## src/rtl/prom_bus_arbiter_if.sv

```systemverilog
// Request/response bundle for the two program-ROM readers: the CPU native
// memory port (byte address, valid/ready) and the auxiliary word-address reader.
interface prom_bus_arbiter_if #(
    parameter int ADDR_BITS = 10
);
    logic                 cpu_valid;
    logic [31:0]          cpu_addr;
    logic [3:0]           cpu_wstrb;
    logic                 cpu_ready;
    logic [31:0]          cpu_rdata;
    logic                 aux_valid;
    logic [ADDR_BITS-1:0] aux_addr;
    logic                 aux_ready;
    logic [31:0]          aux_rdata;

    modport master (
        output cpu_valid, cpu_addr, cpu_wstrb, aux_valid, aux_addr,
        input  cpu_ready, cpu_rdata, aux_ready, aux_rdata
    );

    modport slave (
        input  cpu_valid, cpu_addr, cpu_wstrb, aux_valid, aux_addr,
        output cpu_ready, cpu_rdata, aux_ready, aux_rdata
    );
endinterface

```

## src/rtl/prom_bus_arbiter.sv

```systemverilog
// Shares a 1-cycle-latency synchronous program ROM between the CPU and an aux
// reader: fixed CPU priority with an aux starvation limit, sticky error flags.
module prom_bus_arbiter #(
    parameter logic [31:0] BASE_ADDR    = 32'h0000_0000,
    parameter int          ADDR_BITS    = 10,
    parameter int          AUX_MAX_WAIT = 4
) (
    input  logic                 clk,
    input  logic                 reset,
    prom_bus_arbiter_if.slave    bus,
    output logic                 rom_ce,
    output logic                 rom_oce,
    output logic                 rom_reset,
    output logic [ADDR_BITS-1:0] rom_ad,
    input  logic [31:0]          rom_dout,
    output logic                 wr_err,
    output logic                 range_err,
    input  logic                 err_clr
);
    localparam int         TAG_LSB  = ADDR_BITS + 2;
    localparam logic [3:0] MAX_WAIT = 4'(AUX_MAX_WAIT);

    typedef enum logic [1:0] {
        IDLE    = 2'd0,
        ISSUE   = 2'd1,
        CAPTURE = 2'd2,
        DONE    = 2'd3
    } state_t;

    state_t               state_r;
    logic                 grant_aux_r;
    logic [3:0]           starve_cnt_r;
    logic                 rom_ce_r;
    logic [ADDR_BITS-1:0] rom_ad_r;
    logic                 cpu_ready_r;
    logic                 aux_ready_r;
    logic [31:0]          cpu_rdata_r;
    logic [31:0]          aux_rdata_r;
    logic                 wr_err_r;
    logic                 range_err_r;

    logic                 cpu_elig_s;
    logic                 aux_elig_s;
    logic                 pick_aux_s;
    logic                 cpu_write_s;
    logic                 cpu_oor_s;
    logic [1:0]           unused_addr_lsb_s;

    // Reads are always whole words; the byte offset is deliberately dropped.
    assign unused_addr_lsb_s = bus.cpu_addr[1:0];

    // Arbitration and CPU request classification for the IDLE decision.
    always_comb begin
        cpu_elig_s  = bus.cpu_valid & ~cpu_ready_r;
        aux_elig_s  = bus.aux_valid & ~aux_ready_r;
        cpu_write_s = (bus.cpu_wstrb != 4'h0);
        cpu_oor_s   = (bus.cpu_addr[31:TAG_LSB] != BASE_ADDR[31:TAG_LSB]);
        if (aux_elig_s && (!cpu_elig_s || (starve_cnt_r == MAX_WAIT))) begin
            pick_aux_s = 1'b1;
        end else begin
            pick_aux_s = 1'b0;
        end
    end

    // Access sequencer: grant, ROM enable pulse, data capture, ready pulse.
    always_ff @(posedge clk) begin
        if (reset) begin
            state_r      <= IDLE;
            grant_aux_r  <= 1'b0;
            starve_cnt_r <= 4'd0;
            rom_ce_r     <= 1'b0;
            rom_ad_r     <= '0;
            cpu_ready_r  <= 1'b0;
            aux_ready_r  <= 1'b0;
            cpu_rdata_r  <= 32'h0000_0000;
            aux_rdata_r  <= 32'h0000_0000;
            wr_err_r     <= 1'b0;
            range_err_r  <= 1'b0;
        end else begin
            cpu_ready_r <= 1'b0;
            aux_ready_r <= 1'b0;
            rom_ce_r    <= 1'b0;
            // Clear first so a same-cycle error set below takes precedence.
            if (err_clr) begin
                wr_err_r    <= 1'b0;
                range_err_r <= 1'b0;
            end
            case (state_r)
                IDLE: begin
                    if (pick_aux_s) begin
                        grant_aux_r  <= 1'b1;
                        starve_cnt_r <= 4'd0;
                        rom_ad_r     <= bus.aux_addr;
                        rom_ce_r     <= 1'b1;
                        state_r      <= ISSUE;
                    end else if (cpu_elig_s) begin
                        grant_aux_r <= 1'b0;
                        if (bus.aux_valid) begin
                            starve_cnt_r <= starve_cnt_r + 4'd1;
                        end
                        if (cpu_write_s) begin
                            wr_err_r    <= 1'b1;
                            cpu_rdata_r <= 32'h0000_0000;
                            cpu_ready_r <= 1'b1;
                            state_r     <= DONE;
                        end else if (cpu_oor_s) begin
                            range_err_r <= 1'b1;
                            cpu_rdata_r <= 32'h0000_0000;
                            cpu_ready_r <= 1'b1;
                            state_r     <= DONE;
                        end else begin
                            rom_ad_r <= bus.cpu_addr[ADDR_BITS+1:2];
                            rom_ce_r <= 1'b1;
                            state_r  <= ISSUE;
                        end
                    end
                end
                ISSUE: begin
                    state_r <= CAPTURE;
                end
                CAPTURE: begin
                    if (grant_aux_r) begin
                        aux_rdata_r <= rom_dout;
                        aux_ready_r <= 1'b1;
                    end else begin
                        cpu_rdata_r <= rom_dout;
                        cpu_ready_r <= 1'b1;
                    end
                    state_r <= DONE;
                end
                DONE: begin
                    state_r <= IDLE;
                end
                default: begin
                    state_r <= IDLE;
                end
            endcase
        end
    end

    assign bus.cpu_ready = cpu_ready_r;
    assign bus.cpu_rdata = cpu_rdata_r;
    assign bus.aux_ready = aux_ready_r;
    assign bus.aux_rdata = aux_rdata_r;
    assign rom_ce        = rom_ce_r;
    assign rom_oce       = 1'b1;
    assign rom_reset     = reset;
    assign rom_ad        = rom_ad_r;
    assign wr_err        = wr_err_r;
    assign range_err     = range_err_r;

endmodule

```

## src/flat_wrapper.sv

```systemverilog
// flat-port wrapper written by rule: the top's interface ports become plain ports
module prom_bus_arbiter_flat 
#(
    parameter logic [31:0] BASE_ADDR    = 32'h0000_0000,
    parameter int          ADDR_BITS    = 10,
    parameter int          AUX_MAX_WAIT = 4
)
  (clk, reset, rom_ce, rom_oce, rom_reset, rom_ad, rom_dout, wr_err, range_err, err_clr, bus_cpu_valid, bus_cpu_addr, bus_cpu_wstrb, bus_aux_valid, bus_aux_addr, bus_cpu_ready, bus_cpu_rdata, bus_aux_ready, bus_aux_rdata);
  prom_bus_arbiter_if #(.ADDR_BITS(ADDR_BITS)) bus_i ();
  input  logic clk;
  input  logic reset;
  output logic rom_ce;
  output logic rom_oce;
  output logic rom_reset;
  output logic [ADDR_BITS-1:0] rom_ad;
  input  logic [31:0] rom_dout;
  output logic wr_err;
  output logic range_err;
  input  logic err_clr;
  input wire logic [$bits(bus_i.cpu_valid)-1:0] bus_cpu_valid;
  input wire logic [$bits(bus_i.cpu_addr)-1:0] bus_cpu_addr;
  input wire logic [$bits(bus_i.cpu_wstrb)-1:0] bus_cpu_wstrb;
  input wire logic [$bits(bus_i.aux_valid)-1:0] bus_aux_valid;
  input wire logic [$bits(bus_i.aux_addr)-1:0] bus_aux_addr;
  output wire logic [$bits(bus_i.cpu_ready)-1:0] bus_cpu_ready;
  output wire logic [$bits(bus_i.cpu_rdata)-1:0] bus_cpu_rdata;
  output wire logic [$bits(bus_i.aux_ready)-1:0] bus_aux_ready;
  output wire logic [$bits(bus_i.aux_rdata)-1:0] bus_aux_rdata;
  assign bus_i.cpu_valid = bus_cpu_valid;
  assign bus_i.cpu_addr = bus_cpu_addr;
  assign bus_i.cpu_wstrb = bus_cpu_wstrb;
  assign bus_i.aux_valid = bus_aux_valid;
  assign bus_i.aux_addr = bus_aux_addr;
  assign bus_cpu_ready = bus_i.cpu_ready;
  assign bus_cpu_rdata = bus_i.cpu_rdata;
  assign bus_aux_ready = bus_i.aux_ready;
  assign bus_aux_rdata = bus_i.aux_rdata;
  prom_bus_arbiter #(.BASE_ADDR(BASE_ADDR), .ADDR_BITS(ADDR_BITS), .AUX_MAX_WAIT(AUX_MAX_WAIT)) u_core (.clk(clk), .reset(reset), .bus(bus_i), .rom_ce(rom_ce), .rom_oce(rom_oce), .rom_reset(rom_reset), .rom_ad(rom_ad), .rom_dout(rom_dout), .wr_err(wr_err), .range_err(range_err), .err_clr(err_clr));
endmodule
```

## config.mk

```make
export PLATFORM = sky130hd
export DESIGN_NAME = prom_bus_arbiter_flat
export DESIGN_NICKNAME = d
export VERILOG_FILES = /design/src/rtl/prom_bus_arbiter_if.sv /design/src/rtl/prom_bus_arbiter.sv /design/src/flat_wrapper.sv
export SDC_FILE = /design/constraint.sdc
export NUM_CORES = 1
export LEC_CHECK = 0
export BUFFER_PORTS_ARGS = -buffer_cell sky130_fd_sc_hd__buf_4
export CAP_MARGIN = 15
export CORE_UTILIZATION = 41
export DETAILED_ROUTE_END_ITERATION = 8
export PLACE_DENSITY = 0.78
export SLEW_MARGIN = 0
export SYNTH_ARGS = -nofsm -noshare
export SYNTH_HDL_FRONTEND = slang
export SYNTH_SLANG_ARGS = --single-unit
```

## constraint.sdc

```tcl
create_clock -name clk -period 3.5 [get_ports clk]
set_input_delay 0.525 -clock clk [delete_from_list [all_inputs] [get_ports clk]]
set_output_delay 0.525 -clock clk [all_outputs]
set_load 0.01 [all_outputs]
```

==> results of run 1 <==
worst min-delay path by stage:
stage,start,end,cells past startpoint
2_1_floorplan,u_core.starve_cnt_r[3],u_core.starve_cnt_r[3],2
5_1_grt,rom_dout[30],u_core.bus.aux_rdata[30],2
4_1_cts,rom_dout[21],u_core.bus.aux_rdata[21],2
6_report,rom_dout[16],u_core.bus.aux_rdata[16],2
3_5_place_dp,u_core.bus.cpu_rdata[29],u_core.bus.cpu_rdata[29],2
3_3_place_gp,u_core.bus.cpu_rdata[27],u_core.bus.cpu_rdata[27],2
cells by family after synthesis:
logic type / Yosys count / synth area share
AO/OA/AOI/OAI: 58 / 0.1246
adder cells (fa/ha/maj): 4 / 0.01420
buffers and inverters: 31 / 0.05360
flip-flops: 86 / 0.4885
multiplexers: 52 / 0.1512
other: 1 / 0.001064
AND/OR/NAND/NOR: 112 / 0.1668
registers in the layout (all words and copies together), names as in the netlist:
name                  count
u_core.bus.aux_rdata     32
u_core.wr_err             1
u_core.rom_ce             1
u_core.starve_cnt_r       4
u_core.bus.cpu_rdata     32
u_core.grant_aux_r        1
u_core.bus.cpu_ready      1
u_core.rom_ad            10
u_core.state_r            2
u_core.bus.aux_ready      1
u_core.range_err          1
Yosys cell counts, types with 4 or more instances:
library cell and count:
a21oi_1 13, a22o_1 32, clkbuf_1 18, dfxtp_1 86, ha_1 4, inv_1 5
mux2_1 5, mux2_2 5, mux2i_1 42, nand2_1 33, nand2b_1 36, nor2_1 22
nor2b_1 5, o21ai_0 5
cell type report:
| class | instances | area [µm²] | area share |
|---|---|---|---|
| Tap cell | 105 | 131.4 | 0.02664 |
| Sequential cell | 86 | 1722 | 0.3491 |
| Clock inverter | 6 | 68.82 | 0.01396 |
| Timing Repair Buffer | 164 | 1231 | 0.2497 |
| Multi-Input combinational cell | 227 | 1622 | 0.3289 |
| Clock buffer | 10 | 137.6 | 0.02791 |
| Inverter | 5 | 18.77 | 0.003806 |
power by group through the flow:
stage	combinational [mW]	sequential [mW]	clock (mW)
4_1_cts	1.04	1.16	0.736
2_1_floorplan	0.781	1.22	0
6_report	1.02	1.16	0.712
3_3_place_gp	1.02	1.18	0
3_5_place_dp	1.04	1.18	0
5_1_grt	1.12	1.18	0.775
layout by cell type, fill, tap and decap left out, drive strengths merged, types with 3 or more instances in the layout:
master	synthesis	layout
clkbuf	18	10
inv	5	6
nor2	22	22
mux2i	42	42
buf	8	164
nand2b	36	36
nor4	5	5
a22o	32	32
o21ai	5	5
or4	3	3
a21oi	13	13
ha	4	4
mux2	10	10
nor2b	5	5
nand4	3	3
dfxtp	86	86
clkinv	0	3
nand2	33	33
routing by layer:
layer | vias up | part of all wire | track usage | routed length (µm)
li1 | 1491 | - | - | -
met5 | - | 0 | 0 | 0
met1 | 1416 | 0.41 | 0.2202 | 3489
met4 | 0 | 0.0086 | 0.05808 | 73
met2 | 106 | 0.51 | 0.3591 | 4300
met3 | 8 | 0.070 | 0.05233 | 591
==> impl_results.html, run 1 <==
<table>
<tr><th>Metric</th><th>Value</th></tr>
<tr><th colspan="2">Critical path</th></tr>
<tr><td>Critical path fanouts, max</td><td>32</td></tr>
<tr><td>Crit path kind</td><td>reg -&gt; reg</td></tr>
<tr><td>Register-to-register path setup slack</td><td>1.15 ns</td></tr>
<tr><td>Capture point of the worst path</td><td>u_core.bus.cpu_rdata[20]</td></tr>
<tr><td>RR Endpoint</td><td>u_core.bus.cpu_rdata[20]</td></tr>
<tr><td>Cells along the critical path</td><td>inv_1 &gt; ha_1 &gt; nand3b_1 &gt; o21ai_0 &gt; a21oi_1 &gt; o31a_2 &gt; mux2i_1</td></tr>
<tr><td>Cell family with the largest share of critical-path delay</td><td>compound AO/OA/AOI/OAI gates</td></tr>
<tr><td>Slowest cell on crit path</td><td>o31a_2</td></tr>
<tr><td>WP data arrival</td><td>2.61 ns</td></tr>
<tr><td>Buffers &amp; Inverters on Critical Path</td><td>1</td></tr>
<tr><td>Startpoint types</td><td>flop</td></tr>
<tr><td>Number of cells on the critical path</td><td>7</td></tr>
<tr><td>Required time reported for the critical path endpoint</td><td>roughly 3.8 ns</td></tr>
<tr><td>Launch point of the critical path</td><td>u_core.starve_cnt_r[0]</td></tr>
<tr><td>Startpoint of the worst-slack reg-to-reg timing path</td><td>u_core.starve_cnt_r[0]</td></tr>
<tr><td>Kind of capture point of the worst setup path</td><td>flop</td></tr>
<tr><td>Delay of the slowest cell on the worst path</td><td>~0.88 ns</td></tr>
<tr><td>R2R depth</td><td>7</td></tr>
<tr><th colspan="2">Finish</th></tr>
<tr><td>Fraction of layout instances using a drive strength above 1</td><td>0.3855</td></tr>
<tr><td>FILL cells</td><td>743</td></tr>
<tr><td>Post-layout util</td><td>0.5971</td></tr>
<tr><td>Total number of nets in the final design</td><td>between 500 and 600</td></tr>
<tr><td>Antenna diode count</td><td>0</td></tr>
<tr><td>Final standard cell area without fillers</td><td>4931 µm²</td></tr>
<tr><td>Area added between synthesis and finish</td><td>39.90%</td></tr>
<tr><td>Final instance count without filler cells</td><td>603</td></tr>
<tr><th colspan="2">Logic synthesis</th></tr>
<tr><td>YS warnings</td><td>0</td></tr>
<tr><td>Average cell area after synthesis</td><td>roughly 10 µm²</td></tr>
<tr><td>Sequential area share after synthesis</td><td>0.4885</td></tr>
<tr><td>Nets in the synthesized netlist</td><td>431</td></tr>
<tr><td>Share of synthesized flip-flops with an asynchronous set or reset</td><td>0</td></tr>
<tr><td>Library cells used by synthesis</td><td>37</td></tr>
<tr><td>Post-synth EDFFs</td><td>0</td></tr>
<tr><td>Leading area contributor after synthesis</td><td>dfxtp_1</td></tr>
<tr><td>Share of Yosys cell area claimed by the top area cell type</td><td>0.4885</td></tr>
<tr><td>Instance count of the mapped netlist</td><td>about 340</td></tr>
<tr><td>Post-Syn Area</td><td>around 3500 µm²</td></tr>
<tr><td>Flip-flop and latch count after synthesis</td><td>86</td></tr>
<tr><td>Commonest register cell after synthesis</td><td>dfxtp_1</td></tr>
<tr><td>Synth area leaders</td><td>dfxtp_1, mux2i_1, a22o_1</td></tr>
<tr><th colspan="2">Pwr</th></tr>
<tr><td>Fraction of power consumed by the clock network</td><td>0.246</td></tr>
<tr><td>Design internal power</td><td>a little under 2 mW</td></tr>
<tr><td>Combinational Power Share</td><td>0.353</td></tr>
<tr><td>Switching component of the power</td><td>around 950 µW</td></tr>
<tr><td>Share of total power in sequential cells</td><td>0.401</td></tr>
<tr><td>Maximum ir drop on the vdd rail</td><td>around 0.00029 V</td></tr>
<tr><td>Switching fraction of total power</td><td>0.3281</td></tr>
<tr><td>Lkg Pwr</td><td>~2.3 nW</td></tr>
<tr><td>Post-layout power</td><td>roughly 2.9 mW</td></tr>
<tr><td>Total power divided by cell area</td><td>a little under 600 nW/µm²</td></tr>
<tr><th colspan="2">Clock tree</th></tr>
<tr><td>Number of gates resized after CTS</td><td>0</td></tr>
<tr><td>Insertion delay to the later sink of the worst-skew pair</td><td>0.34 ns</td></tr>
<tr><td>Clock tree from TritonCTS</td><td>done</td></tr>
<tr><td># H-tree levels</td><td>3</td></tr>
<tr><td>Clk Tree Root Cell</td><td>clkbuf_8</td></tr>
<tr><td>Post-CTS Setup Bufs</td><td>0</td></tr>
<tr><td>Clock Tree Buf Depth</td><td>2</td></tr>
<tr><td>Post-CTS clock slew at the launch and capture registers of the worst setup and hold paths</td><td>~0.090 ns</td></tr>
<tr><td>Count of hold buffers inserted by post-cts repair</td><td>0</td></tr>
<tr><td>Cts bufs inserted</td><td>9</td></tr>
<tr><td>Clock sink count</td><td>86</td></tr>
<tr><th colspan="2">Global route</th></tr>
<tr><td>Combined global-route utilization of all metal layers</td><td>0.1961</td></tr>
<tr><td>Pin count of the biggest net entering global routing</td><td>57</td></tr>
<tr><td>Initial antenna violation count</td><td>0</td></tr>
<tr><td>Gr ovfl total</td><td>0</td></tr>
<tr><td>Wire length of the first global-routing pass</td><td>between 10000 and 15000 µm</td></tr>
<tr><td>Number of global-route vias before repair</td><td>approximately 3100</td></tr>
<tr><th colspan="2">Place</th></tr>
<tr><td>Placed Instance Area</td><td>approximately 4700 µm²</td></tr>
<tr><td>Cells after DPL</td><td>between 500 and 600</td></tr>
<tr><td>Number of input and output port buffers inserted</td><td>160</td></tr>
<tr><td>Final weighted congestion in routability-driven placement</td><td>between 0.7 and 0.8</td></tr>
<tr><td>Final HPWL from detailed placement</td><td>around 6000 µm</td></tr>
<tr><td>Worst slack, placed</td><td>between 0.8 and 0.9 ns</td></tr>
<tr><th colspan="2">Drt</th></tr>
<tr><td>First-pass iteration count of the detailed router</td><td>4</td></tr>
<tr><td>Total DRC errors in the routed layout</td><td>0</td></tr>
<tr><td>Initial detailed-routing violation count</td><td>92</td></tr>
<tr><td>Routed wire length</td><td>approximately 8500 µm</td></tr>
<tr><td>Post-DRT Antenna Nets</td><td>0</td></tr>
<tr><td>Routed vias/inst</td><td>approximately 5.0</td></tr>
<tr><td>Detailed-route via count</td><td>around 3000</td></tr>
<tr><td>Post-DR wirelength/cell</td><td>between 10 and 15 µm</td></tr>
<tr><th colspan="2">Die</th></tr>
<tr><td>Starting density of the core</td><td>0.4268</td></tr>
<tr><td>Placeable core region</td><td>roughly 8300 µm²</td></tr>
<tr><td>Core Rows</td><td>33</td></tr>
<tr><td>Top-Level Pins</td><td>164</td></tr>
<tr><td>Die Wd</td><td>around 95 µm</td></tr>
<tr><td>Vertical extent of the die</td><td>94.72 µm</td></tr>
<tr><td>Floorplan die area</td><td>roughly 9000 µm²</td></tr>
<tr><th colspan="2">Timing</th></tr>
<tr><td>Endpoints failing setup</td><td>0</td></tr>
<tr><td>Unrepaired setup endpoints after global routing</td><td>no</td></tr>
<tr><td>Worst Setup Slack, final</td><td>1.152 ns</td></tr>
<tr><td>Slew HR</td><td>0.2757</td></tr>
<tr><td>Hold violation count in the final report</td><td>0</td></tr>
<tr><td>Fin Setup TNS</td><td>0 ns</td></tr>
<tr><td>Share of the cycle needed by the critical path after routing</td><td>0.6709</td></tr>
<tr><td>Pins Over Slew Limit</td><td>0</td></tr>
<tr><td>Period minus WS final</td><td>2.348 ns</td></tr>
<tr><td>Pin slew with the least headroom to its limit</td><td>~1.1 ns</td></tr>
<tr><td>Clock tree skew after final layout</td><td>roughly 0.0094 ns</td></tr>
<tr><td>F_max</td><td>about 0.43 GHz</td></tr>
<tr><td>Hold_ws</td><td>roughly 0.4 ns</td></tr>
<tr><th colspan="2">Run</th></tr>
<tr><td>Max-capacitance violation count</td><td>0</td></tr>
<tr><th colspan="2">Outcome</th></tr>
<tr><td>Run status</td><td>complete, no violations</td></tr>
<tr><th colspan="2">Min path</th></tr>
<tr><td>Worst hold path class</td><td>in -&gt; reg</td></tr>
</table>
Note: power is estimated with default switching activity, not from simulation.
==> run 2, diff against run 1 <==
Settings changed: ABC_AREA set to 1, PLACE_DENSITY 0.78 to 0.76.
Clock period 3.5 ns to 2.39 ns, I/O delays scaled along.
==> run 2 against run 1 <==
Compared with the run above: worst setup slack worse by 0.83 ns; clock skew up 0.0037 ns; non-clock buffer count rose by 4; critical path depth rose by 2; critical path type unchanged.
==> impl_results.html, run 2 <==
<table>
<tr><th>Metric</th><th>Value</th></tr>
<tr><th colspan="2">Finish</th></tr>
<tr><td>Commonest non-fill, non-tap cells in the layout</td><td>nand2_1, buf_4, nand3_1</td></tr>
<tr><td>Register Area</td><td>1722 µm² (unchanged)</td></tr>
<tr><td>Area added between synthesis and finish</td><td>37.12%</td></tr>
<tr><td>FILL cells</td><td>875 (+18%)</td></tr>
<tr><td>Total number of nets in the final design</td><td>773 (+33%)</td></tr>
<tr><td>Antenna diode count</td><td>0 (unchanged)</td></tr>
<tr><td>Final instance count without filler cells</td><td>801 (+33%)</td></tr>
<tr><td>Footprint of the multi-input gates</td><td>1854 µm² (+14%)</td></tr>
<tr><td>Fraction of layout instances using a drive strength above 1</td><td>0.3145 (-0.07105)</td></tr>
<tr><td>Leading cell type in the layout, fill and taps excluded</td><td>nand2_1</td></tr>
<tr><th colspan="2">Timing</th></tr>
<tr><td>Slew HR</td><td>0.6281 (+0.3524)</td></tr>
<tr><td>Unrepaired setup endpoints after global routing</td><td>no</td></tr>
<tr><td>F_max</td><td>0.4846 GHz (+14%)</td></tr>
<tr><td>Clock tree skew after final layout</td><td>0.01307 ns (+0.003682 ns)</td></tr>
<tr><td>Share of the cycle needed by the critical path after routing</td><td>0.8635 (+0.1926)</td></tr>
<tr><td>Fin Setup TNS</td><td>0 ns (unchanged)</td></tr>
<tr><td>Period minus WS final</td><td>2.064 ns (-0.2843 ns)</td></tr>
<tr><td>Endpoints failing setup</td><td>0 (unchanged)</td></tr>
<tr><td>Hold_ws</td><td>0.1970 ns (-0.2002 ns)</td></tr>
<tr><td>Pins Over Slew Limit</td><td>0 (unchanged)</td></tr>
<tr><td>Pin slew with the least headroom to its limit</td><td>0.5570 ns (-0.5294 ns)</td></tr>
<tr><td>Hold violation count in the final report</td><td>0 (unchanged)</td></tr>
<tr><th colspan="2">Critical path</th></tr>
<tr><td>Slowest cell on crit path</td><td>dfxtp_1</td></tr>
<tr><td>Buffers &amp; Inverters on Critical Path</td><td>1 (unchanged)</td></tr>
<tr><td>WP data arrival</td><td>2.33 ns (-0.28 ns)</td></tr>
<tr><td>Required time reported for the critical path endpoint</td><td>2.66 ns (-1.10 ns)</td></tr>
<tr><td>Crit path kind</td><td>reg -&gt; reg</td></tr>
<tr><td>Critical path fanouts, max</td><td>17 (-47%)</td></tr>
<tr><td>Most used cell, CP</td><td>nand2_1</td></tr>
<tr><td>Kind of capture point of the worst setup path</td><td>flop</td></tr>
<tr><td>Delay of the slowest cell on the worst path</td><td>0.41 ns (-0.47 ns)</td></tr>
<tr><td>Cells along the critical path</td><td>inv_1 &gt; ha_1 &gt; nand2_1 &gt; nand2_2 &gt; nand2_4 &gt; nand2_1 &gt; nand2_1 &gt; nand2_1 &gt; a21oi_1</td></tr>
<tr><td>Startpoint types</td><td>flop</td></tr>
<tr><td>Cell family with the largest share of critical-path delay</td><td>simple AND/OR/NAND/NOR gates</td></tr>
<tr><th colspan="2">Drt</th></tr>
<tr><td>Post-DRT Antenna Nets</td><td>0 (unchanged)</td></tr>
<tr><td>Routed wire length</td><td>10410 µm (+23%)</td></tr>
<tr><td>Post-DR wirelength/cell</td><td>12.99 µm (-7.3%)</td></tr>
<tr><td>Total DRC errors in the routed layout</td><td>0 (unchanged)</td></tr>
<tr><td>Routed vias/inst</td><td>4.976 (-0.67%)</td></tr>
<tr><td>First-pass iteration count of the detailed router</td><td>4 (unchanged)</td></tr>
<tr><td>Detailed-route via count</td><td>3986 (+32%)</td></tr>
<tr><td>Initial detailed-routing violation count</td><td>146 (+59%)</td></tr>
<tr><th colspan="2">Clock tree</th></tr>
<tr><td>Post-CTS Setup Bufs</td><td>0 (unchanged)</td></tr>
<tr><td>Count of hold buffers inserted by post-cts repair</td><td>0 (unchanged)</td></tr>
<tr><td># H-tree levels</td><td>3 (unchanged)</td></tr>
<tr><td>Clk Tree Root Cell</td><td>clkbuf_8</td></tr>
<tr><td>Clock Tree Buf Depth</td><td>2 (unchanged)</td></tr>
<tr><td>Post-CTS clock slew at the launch and capture registers of the worst setup and hold paths</td><td>0.10 ns (about the same)</td></tr>
<tr><td>Number of gates resized after CTS</td><td>0 (unchanged)</td></tr>
<tr><td>Clock sink count</td><td>86 (unchanged)</td></tr>
<tr><td>Clock tree from TritonCTS</td><td>done</td></tr>
<tr><td>Cts bufs inserted</td><td>9 (unchanged)</td></tr>
<tr><td>Insertion delay to the later sink of the worst-skew pair</td><td>0.35 ns (about the same)</td></tr>
<tr><th colspan="2">Logic synthesis</th></tr>
<tr><td>Nets in the synthesized netlist</td><td>634 (+47%)</td></tr>
<tr><td>Average cell area after synthesis</td><td>7.086 µm² (-31%)</td></tr>
<tr><td>Sequential area share after synthesis</td><td>0.4442 (-0.04431)</td></tr>
<tr><td>Leading area contributor after synthesis</td><td>dfxtp_1</td></tr>
<tr><td>Flip-flop and latch count after synthesis</td><td>86 (unchanged)</td></tr>
<tr><td>YS warnings</td><td>0 (unchanged)</td></tr>
<tr><td>Post-Syn Area</td><td>3876 µm² (+10%)</td></tr>
<tr><td>Library cells used by synthesis</td><td>30 (-19%)</td></tr>
<tr><td>Share of synthesized flip-flops with an asynchronous set or reset</td><td>0 (unchanged)</td></tr>
<tr><td>Most frequent cells after synthesis</td><td>nand2_1, nand3_1, dfxtp_1, nor2_1, a21oi_1</td></tr>
<tr><td>Instance count of the mapped netlist</td><td>547 (+59%)</td></tr>
<tr><td>Synth area leaders</td><td>dfxtp_1, nand2_1, nand3_1</td></tr>
<tr><td>Post-synth EDFFs</td><td>0 (unchanged)</td></tr>
<tr><td>Commonest register cell after synthesis</td><td>dfxtp_1</td></tr>
<tr><td>Share of Yosys cell area claimed by the top area cell type</td><td>0.4442 (-0.04431)</td></tr>
<tr><td>Most common cell in the netlist</td><td>nand2_1</td></tr>
<tr><th colspan="2">Global route</th></tr>
<tr><td>Gr ovfl total</td><td>0 (unchanged)</td></tr>
<tr><td>Pin count of the biggest net entering global routing</td><td>59 (+3.5%)</td></tr>
<tr><td>Wire length of the first global-routing pass</td><td>16550 µm (+19%)</td></tr>
<tr><td>Initial antenna violation count</td><td>0 (unchanged)</td></tr>
<tr><td>Number of global-route vias before repair</td><td>3596 (+16%)</td></tr>
<tr><td>Combined global-route utilization of all metal layers</td><td>0.2087 (+0.01259)</td></tr>
<tr><th colspan="2">Place</th></tr>
<tr><td>Final weighted congestion in routability-driven placement</td><td>0.7757 (-0.33%)</td></tr>
<tr><td>Number of input and output port buffers inserted</td><td>160 (unchanged)</td></tr>
<tr><td>Cells after DPL</td><td>786 (+34%)</td></tr>
<tr><td>Final HPWL from detailed placement</td><td>7337 µm (+21%)</td></tr>
<tr><th colspan="2">Die</th></tr>
<tr><td>Core Rows</td><td>35 (+6.1%)</td></tr>
<tr><td>Die Wd</td><td>99.23 µm (+4.8%)</td></tr>
<tr><td>Top-Level Pins</td><td>164 (unchanged)</td></tr>
<tr><td>Starting density of the core</td><td>0.4215 (-0.005321)</td></tr>
<tr><td>Placeable core region</td><td>9196 µm² (+11%)</td></tr>
<tr><td>Vertical extent of the die</td><td>99.23 µm (+4.8%)</td></tr>
<tr><td>Floorplan die area</td><td>9847 µm² (+9.7%)</td></tr>
<tr><th colspan="2">Pwr</th></tr>
<tr><td>Maximum ir drop on the vdd rail</td><td>0.0005258 V (+84%)</td></tr>
<tr><td>Lkg Pwr</td><td>2.653 nW (+18%)</td></tr>
<tr><td>Total power divided by cell area</td><td>1043 nW/µm² (+77%)</td></tr>
<tr><th colspan="2">Min path</th></tr>
<tr><td>Worst hold path class</td><td>in -&gt; reg</td></tr>
<tr><th colspan="2">Outcome</th></tr>
<tr><td>Run status</td><td>complete, no violations</td></tr>
<tr><th colspan="2">Run</th></tr>
<tr><td>Max-capacitance violation count</td><td>0 (unchanged)</td></tr>
</table>
## run 2: cells by family (layout without fill, tap and decap cells)
logic type | after synthesis | count (layout) | synth area share
other cells | 1 | 1 | 0.0009674
fa+ha+maj | 4 | 4 | 0.01291
simple gates | 338 | 338 | 0.3718
xor+xnor | 1 | 1 | 0.002260
buf+inv | 65 | 208 | 0.07940
compound gates | 52 | 52 | 0.08844
flops | 86 | 86 | 0.4442
## run 2: stage by stage
stage               instance area, µm²  setup slack (ns)    util  power [mW]
floorplan                         3876            0.8430       -       3.809
global placement                  5120            0.4764  0.5567       4.450
detailed placement                5120            0.3452  0.5567       4.547
CTS                               5315            0.3194  0.5780       5.578
global route                      5315           0.05934  0.5780       5.986
finish                            5315            0.3263  0.5780       5.546
## run 2: area by class of cell
type	instances	share of cell area
Inverter	25	0.01766
Sequential cell	86	0.3239
Timing Repair Buffer	168	0.2467
Clock buffer	9	0.02331
Tap cell	111	0.02613
Clock inverter	6	0.01342
Multi-Input combinational cell	396	0.3489
## run 2: worst reg2reg max path, delay by kind of cell, from the launching register on
family | cells | cell delay (ns)
buffers and inverters | 1 | 0.06
adders and majority gates | 1 | 0.19
and+or+nand+nor | 6 | 1.17
DFF | 1 | 0.41
AOI/OAI and AO/OA | 1 | 0.15
## run 2: where the power goes
part / total, mW / internal (mW) / switching [mW]
registers: 1.83 / 1.68 / 0.149
logic: 2.68 / 1.10 / 1.58
clock network: 1.03 / 0.487 / 0.543
total: 5.55 / 3.27 / 2.27
## run 2: worst paths after layout
kind / to / slack, ns / start / cells after the start
min: u_core.bus.aux_rdata[23] / 0.20 / rom_dout[23] / 3
max: u_core.rom_ad[6] / 0.33 / u_core.starve_cnt_r[0] / 9
min reg2reg: u_core.rom_ad[2] / 0.47 / u_core.rom_ad[2] / 2
max reg2reg: u_core.rom_ad[6] / 0.33 / u_core.starve_cnt_r[0] / 9
## run 2: routing by layer
metal	global-route usage	wire, µm	vias up	share of wire
li1	-	-	2021	-
met1	0.2427	4397	1809	0.42
met2	0.3638	5132	142	0.49
met3	0.05973	719	14	0.069
met4	0.07805	155	0	0.015
met5	0	0	-	0
